## config.mk

```make
export PLATFORM = sky130hd
export DESIGN_NAME = uart_transmitter
export DESIGN_NICKNAME = d
export VERILOG_FILES = /design/src/rtl/uart_pkg.sv /design/src/rtl/uart_tx_fifo.sv /design/src/rtl/uart_transmitter.sv
export SDC_FILE = /design/constraint.sdc
export NUM_CORES = 1
export LEC_CHECK = 0
export CAP_MARGIN = 20
export CORE_ASPECT_RATIO = 1.2
export CORE_UTILIZATION = 45
export CTS_CLUSTER_SIZE = 10
export DETAILED_ROUTE_END_ITERATION = 7
export PLACE_DENSITY = 0.74
export SYNTH_ARGS = -nofsm -noshare
export SYNTH_HDL_FRONTEND = slang
export SYNTH_HIERARCHICAL = 1
export SYNTH_SLANG_ARGS = --single-unit
```

## constraint.sdc

```tcl
create_clock -name clk_in -period 2.7 [get_ports clk_in]
set_input_delay 0.54 -clock clk_in [delete_from_list [all_inputs] [get_ports clk_in]]
set_output_delay 0.54 -clock clk_in [all_outputs]
set_load 0.1 [all_outputs]
```

## src/rtl/uart_pkg.sv

```systemverilog
`default_nettype none
// +--------------------------------------------------------------------+
// | uart_pkg : shared UART state encodings, line-rate and frame consts |
// | Rev 1.0                                                            |
// +--------------------------------------------------------------------+
package uart_pkg;

   typedef enum logic [1:0] {
      IDLE  = 2'd0,
      START = 2'd1,
      DATA  = 2'd2,
      STOP  = 2'd3
   } uart_state_e;

   localparam int unsigned CLK_FREQ_HZ     = 50_000_000;
   localparam int unsigned BAUD_RATE_DEF   = 115_200;
   localparam int unsigned CLK_PER_BIT_DEF = CLK_FREQ_HZ / BAUD_RATE_DEF;

   localparam int unsigned DATA_BITS = 8;
   localparam int unsigned STOP_BITS = 1;

   // Clock cycles occupied by one complete 8N1 frame on the line.
   function automatic int unsigned frame_cycles(input int unsigned clk_per_bit);
      return clk_per_bit * (1 + DATA_BITS + STOP_BITS);
   endfunction

endpackage
`default_nettype wire

```

## src/rtl/uart_tx_fifo.sv

```systemverilog
`default_nettype none
// +--------------------------------------------------------------------+
// | uart_tx_fifo : small show-ahead byte FIFO feeding the transmitter  |
// | Rev 1.0                                                            |
// +--------------------------------------------------------------------+
module uart_tx_fifo #(
   parameter int unsigned FIFO_DEPTH = 4,
   parameter int unsigned WIDTH      = 8
) (
   input  logic                          clk_in,
   input  logic                          rst_n_in,
   input  logic                          wr_en_in,
   input  logic [WIDTH-1:0]              wr_data_in,
   input  logic                          rd_en_in,
   output logic [WIDTH-1:0]              rd_data_op,
   output logic [$clog2(FIFO_DEPTH):0]   count_op,
   output logic                          full_op,
   output logic                          empty_op
);

   localparam int unsigned c_AW   = $clog2(FIFO_DEPTH);
   localparam int unsigned c_CNTW = c_AW + 1;
   localparam logic [c_AW:0] c_FULL = c_CNTW'(FIFO_DEPTH);

   logic [WIDTH-1:0] r_mem [FIFO_DEPTH];
   logic [c_AW-1:0]  r_wr_ptr;
   logic [c_AW-1:0]  r_rd_ptr;
   logic [c_AW:0]    r_count;
   logic             w_push;
   logic             w_pop;

   assign full_op    = (r_count == c_FULL);
   assign empty_op   = (r_count == '0);
   assign count_op   = r_count;
   assign rd_data_op = r_mem[r_rd_ptr];

   assign w_push = wr_en_in && !full_op;
   assign w_pop  = rd_en_in && !empty_op;

   // Power-of-two depth lets the pointers wrap by plain overflow.
   always_ff @(posedge clk_in or negedge rst_n_in) begin
      if (!rst_n_in) begin
         r_wr_ptr <= '0;
         r_rd_ptr <= '0;
         r_count  <= '0;
      end else begin
         if (w_push) r_wr_ptr <= r_wr_ptr + 1'b1;
         if (w_pop)  r_rd_ptr <= r_rd_ptr + 1'b1;
         case ({w_push, w_pop})
            2'b10:   r_count <= r_count + 1'b1;
            2'b01:   r_count <= r_count - 1'b1;
            default: r_count <= r_count;
         endcase
      end
   end

   always_ff @(posedge clk_in) begin
      if (w_push) r_mem[r_wr_ptr] <= wr_data_in;
   end

endmodule
`default_nettype wire

```

## src/rtl/uart_transmitter.sv

```systemverilog
`default_nettype none
// +--------------------------------------------------------------------+
// | uart_transmitter : FIFO-buffered 8N1 UART serialiser, LSB first    |
// | Rev 1.0                                                            |
// +--------------------------------------------------------------------+
module uart_transmitter
   import uart_pkg::*;
#(
   parameter int unsigned BAUD_RATE   = BAUD_RATE_DEF,
   parameter int unsigned CLK_PER_BIT = CLK_PER_BIT_DEF,
   parameter int unsigned FIFO_DEPTH  = 4
) (
   input  logic       clk_in,
   input  logic       rst_n_in,
   input  logic       data_valid_in,
   input  logic [7:0] data_byte_in,
   output logic       ready_op,
   output logic       serial_data_op,
   output logic       busy_op,
   output logic       done_op
);

   localparam int unsigned c_CW   = $clog2(CLK_PER_BIT);
   localparam int unsigned c_AW   = $clog2(FIFO_DEPTH);
   localparam int unsigned c_CNTW = c_AW + 1;
   localparam logic [c_CW-1:0] c_CNT_LAST = c_CW'(CLK_PER_BIT - 1);
   localparam logic [c_CW-1:0] c_CNT_DONE = c_CW'(CLK_PER_BIT - 2);
   localparam logic [2:0]      c_IDX_LAST = 3'(DATA_BITS - 1);
   localparam logic [c_AW:0]   c_DEPTH    = c_CNTW'(FIFO_DEPTH);

   if (CLK_PER_BIT < 2 || BAUD_RATE == 0 || FIFO_DEPTH < 2 ||
       (FIFO_DEPTH & (FIFO_DEPTH - 1)) != 0) begin : g_bad_params
      $error("uart_transmitter: illegal parameter set");
   end

   uart_state_e     r_state, w_state_next;
   logic [c_CW-1:0] r_cnt, w_cnt_next;
   logic [2:0]      r_idx, w_idx_next, w_idx_inc;
   logic [7:0]      r_shift, w_shift_next;
   logic            r_serial, w_serial_next;
   logic            r_done, w_done_next;
   logic            w_pop, w_push;
   logic [7:0]      w_fifo_data;
   logic [c_AW:0]   w_fifo_count;
   logic            w_fifo_full, w_fifo_empty;

   assign ready_op       = (w_fifo_count < c_DEPTH);
   assign w_push         = data_valid_in && !w_fifo_full;
   assign serial_data_op = r_serial;
   assign done_op        = r_done;
   assign busy_op        = (r_state != IDLE);
   assign w_idx_inc      = r_idx + 3'd1;

   uart_tx_fifo #(
      .FIFO_DEPTH (FIFO_DEPTH),
      .WIDTH      (8)
   ) u_fifo (
      .clk_in     (clk_in),
      .rst_n_in   (rst_n_in),
      .wr_en_in   (w_push),
      .wr_data_in (data_byte_in),
      .rd_en_in   (w_pop),
      .rd_data_op (w_fifo_data),
      .count_op   (w_fifo_count),
      .full_op    (w_fifo_full),
      .empty_op   (w_fifo_empty)
   );

   always_ff @(posedge clk_in or negedge rst_n_in) begin
      if (!rst_n_in) begin
         r_state  <= IDLE;
         r_cnt    <= '0;
         r_idx    <= '0;
         r_shift  <= '0;
         r_serial <= 1'b1;
         r_done   <= 1'b0;
      end else begin
         r_state  <= w_state_next;
         r_cnt    <= w_cnt_next;
         r_idx    <= w_idx_next;
         r_shift  <= w_shift_next;
         r_serial <= w_serial_next;
         r_done   <= w_done_next;
      end
   end

   always_comb begin
      w_state_next  = r_state;
      w_cnt_next    = r_cnt + 1'b1;
      w_idx_next    = r_idx;
      w_shift_next  = r_shift;
      w_serial_next = r_serial;
      w_done_next   = 1'b0;
      w_pop         = 1'b0;

      case (r_state)
         IDLE: begin
            w_serial_next = 1'b1;
            w_cnt_next    = '0;
            w_idx_next    = '0;
            if (!w_fifo_empty) begin
               w_pop         = 1'b1;
               w_shift_next  = w_fifo_data;
               w_serial_next = 1'b0;
               w_state_next  = START;
            end
         end

         START: begin
            if (r_cnt == c_CNT_LAST) begin
               w_cnt_next    = '0;
               w_idx_next    = '0;
               w_serial_next = r_shift[0];
               w_state_next  = DATA;
            end
         end

         DATA: begin
            if (r_cnt == c_CNT_LAST) begin
               w_cnt_next = '0;
               if (r_idx == c_IDX_LAST) begin
                  w_serial_next = 1'b1;
                  w_state_next  = STOP;
               end else begin
                  w_idx_next    = w_idx_inc;
                  w_serial_next = r_shift[w_idx_inc];
               end
            end
         end

         STOP: begin
            // Registered pulse lands in the final cycle of the stop bit.
            if (r_cnt == c_CNT_DONE) w_done_next = 1'b1;
            if (r_cnt == c_CNT_LAST) begin
               w_cnt_next = '0;
               if (!w_fifo_empty) begin
                  w_pop         = 1'b1;
                  w_shift_next  = w_fifo_data;
                  w_serial_next = 1'b0;
                  w_state_next  = START;
               end else begin
                  w_serial_next = 1'b1;
                  w_state_next  = IDLE;
               end
            end
         end

         default: begin
            w_state_next  = IDLE;
            w_serial_next = 1'b1;
            w_cnt_next    = '0;
            w_idx_next    = '0;
         end
      endcase
   end

endmodule
`default_nettype wire

```

==> flow_metrics.tcl <==
set metrics [dict create \
    status "finished, final reports clean" \
    synth_nets 227 \
    crit_cells 11 \
    slowest_stage "dfrtp_1" \
    drc 0 \
    critical_path_arrival_ns 2.76 \
    ys_types 40 \
    port_buffers 14 \
    yosys_warnings 6 \
    htree_num_levels 3 \
    ctsHoldBuffers 0 \
    final_hold_viol_count 0 \
    firstDrtPassIters 4 \
    hp-class "flip-flop to flip-flop" \
    overflow 0 \
    critPathLaunch "r_cnt[6]" \
    fillCellCount 528 \
    grt_pass1_vias 1640 \
    placementRows 31 \
    antenna_found_initial 0 \
    io_pins 15 \
    cts_sinks 63 \
    hpwlAfterDp_mm 3.01 \
    path_buf_inv 1 \
    finClkSkew_ns 0.0128 \
    avgSynthCellArea_sq_um 14.6 \
    rr_startpoint "r_cnt[6]" \
    p_per_area_nw_per_um2 1120 \
    synthTopCellsByArea "edfxtp_1 33%, dfrtp_1 26%, mux4_2 7.0%" \
    crit_required_ns 2.96 \
    min_period_over_period 0.926 \
    ys_ff_latch 63 \
    yosysTopAreaCellShare 0.330 \
    grt_pass1_wl_mm 7.49 \
    nNetsFinal 251 \
    rr_endpoint "u_fifo/count_op[2]" \
    grt.total_usage 0.152 \
    post-cts-setup-buffers 0 \
    final_cell_mix "32 x edfxtp_1, 30 x dfrtp_1, 19 x inv_1" \
    worst_pin_slew_ns 0.575 \
    r2r_setup_slack_ns 0.20 \
    drt_iter0_markers 70 \
    slowest_delay_ns 0.42 \
    ys_seq_area_frac 0.597 \
    drive_above_1_share 0.236 \
    setup_viol 0 \
    viasPerCell 5.11 \
    slew_headroom 0.616 \
    area_delta_synth_final_pct 14.1 \
    clk_pin_slew_ns 0.08 \
    crit_path_end_kind "flip-flop" \
    insertion_delay_ns 0.34 \
    critical_path.cell_chain "nor3b_2 > and3_4 > a21oi_1 > nor3_1 > o31a_2 > ha_1 > inv_1 > fa_1 > xor2_1 > nor2_1 > xor2_1" \
    cp_common_cell "xor2_1" \
    start_util 0.475 \
    crit_type "flip-flop to flip-flop" \
    synthCells 200 \
    routed_wirelength_mm 4.32 \
    n_antenna_cell 0 \
    cp-start-kind "flip-flop" \
    setup_tns_ns 0 \
    ant_nets 0 \
    rsz0062_at_grt "false" \
    yosysTopAreaCell "edfxtp_1" \
    routabilityCongestion 0.857 \
    clock.fmax_mhz 400 \
    cts_buffers 9 \
    layout_commonest_cell "edfxtp_1" \
    routed-via-count 1589 \
    crit_family "simple AND/OR/NAND/NOR gates" \
    period_needed_ns 2.50 \
    crit_fanout 5 \
    dieArea_sq_um 6790 \
    power.leakage_nw 1.33 \
    core_sq_um 6130 \
    ff2ff_path_depth 11 \
    peakVddDrop_mv 0.492 \
    wire_per_inst_um 13.9 \
    finish.utilization 0.542 \
    root_buffer "clkbuf_8" \
    synth_area_sq_um 2910 \
    cts_tree "done" \
    die_y_um 90.1 \
    drv_slew 0 \
    cts.path.max_buffers 2 \
    die_x_um 75.4 \
    grt_max_degree 32 \
    maxCapViolations 0 \
    critPathCapture "u_fifo/count_op[2]" \
]
==> synth_stat cells, drive strengths merged <==
| cell | number |
|---|---|
| a211oi | 2 |
| a21oi | 3 |
| a221oi | 1 |
| a22o | 2 |
| a22oi | 2 |
| a31oi | 1 |
| and2 | 5 |
| and3 | 1 |
| and4 | 1 |
| and4b | 1 |
| buf | 2 |
| clkbuf | 1 |
| dfrtp | 30 |
| dfstp | 1 |
| edfxtp | 32 |
| fa | 1 |
| ha | 15 |
| inv | 19 |
| mux2 | 11 |
| mux2i | 3 |
| mux4 | 9 |
| nand2 | 2 |
| nand2b | 2 |
| nand3 | 3 |
| nor2 | 15 |
| nor2b | 4 |
| nor3 | 7 |
| nor3b | 2 |
| o21ai | 5 |
| o22ai | 1 |
| o31a | 1 |
| or2 | 1 |
| or3 | 1 |
| xnor2 | 9 |
| xor2 | 4 |
==> worst register-to-register path, delay by kind of cell, from the launching register on <==
| kind | cells | cell delay [ns] |
|---|---|---|
| and+or+nand+nor | 4 | 0.80 |
| buffers and inverters | 1 | 0.06 |
| DFF | 1 | 0.42 |
| xor gates and xnor gates | 2 | 0.31 |
| adders and majority gates | 2 | 0.56 |
| AOI/OAI and AO/OA | 2 | 0.28 |
==> how the worst min path moves through the flow <==
stage	startpoint	slack, ns	end	cells after the start
2_1_floorplan	rst_n_in	0.24	done_op	0
3_3_place_gp	serial_data_op	0.45	serial_data_op	2
3_5_place_dp	serial_data_op	0.46	serial_data_op	2
4_1_cts	serial_data_op	0.47	serial_data_op	2
5_1_grt	serial_data_op	0.49	serial_data_op	2
6_report	serial_data_op	0.46	serial_data_op	2
==> power by group <==
| part | leakage, nW | internal [mW] | total [mW] | switching (mW) |
|---|---|---|---|---|
| combinational | 0.558 | 0.684 | 1.47 | 0.786 |
| sequential | 0.679 | 1.31 | 1.54 | 0.225 |
| clock | 0.0908 | 0.342 | 0.731 | 0.389 |
==> area by class of cell <==
cell class / count / area, sq um / share of cell area
tap: 82 / 103 / 0.0309
clock buffer: 9 / 124 / 0.0373
timing repair buffer: 16 / 145 / 0.0437
multi-input combinational: 115 / 1090 / 0.327
sequential: 63 / 1740 / 0.523
clock inverter: 7 / 52.6 / 0.0158
inverter: 19 / 71.3 / 0.0215
==> metrics by stage <==
step	total power [mW]	hold slack [ns]	instance area (sq um)	cells	setup WS, ns
global placement	3.02	0.452	3140	295	0.302
global route	3.99	0.495	3320	311	0.00309
detailed placement	3.04	0.457	3140	295	0.204
finish	3.74	0.465	3320	311	0.199
floorplan	2.72	0.244	2910	200	0.400
CTS	3.79	0.469	3320	311	0.172
==> logic make-up after synthesis <==
| logic type | share of synthesized area |
|---|---|
| compound gates | 0.0469 |
| fa+ha+maj | 0.0714 |
| buf+inv | 0.0292 |
| mux | 0.124 |
| flops | 0.597 |
| xor+xnor | 0.0391 |
| simple gates | 0.0924 |
==> routing by layer <==
metal | routed length (um) | track usage | vias up
met5 | 0 | 0 | -
met1 | 1910 | 0.189 | 794
met4 | 68 | 0.0741 | 0
met2 | 2210 | 0.232 | 22
met3 | 125 | 0.0538 | 9
li1 | - | - | 764
==> sequential cells by signal, indices dropped and copies added (netlist names) <==
signal / flops
u_fifo/r_rd_ptr: 2
r_cnt: 9
r_idx: 3
u_fifo/r_mem: 32
u_fifo/count_op: 3
r_state: 2
serial_data_op: 1
u_fifo/r_wr_ptr: 2
done_op: 1
r_shift: 8
==> what timing repair did <==
item,in CTS,in global routing
endpoints found under the setup margin,0,1
hold endpoints to repair,0,0
resized for setup,0,0
No activity file was read; power rests on OpenSTA's default activity.
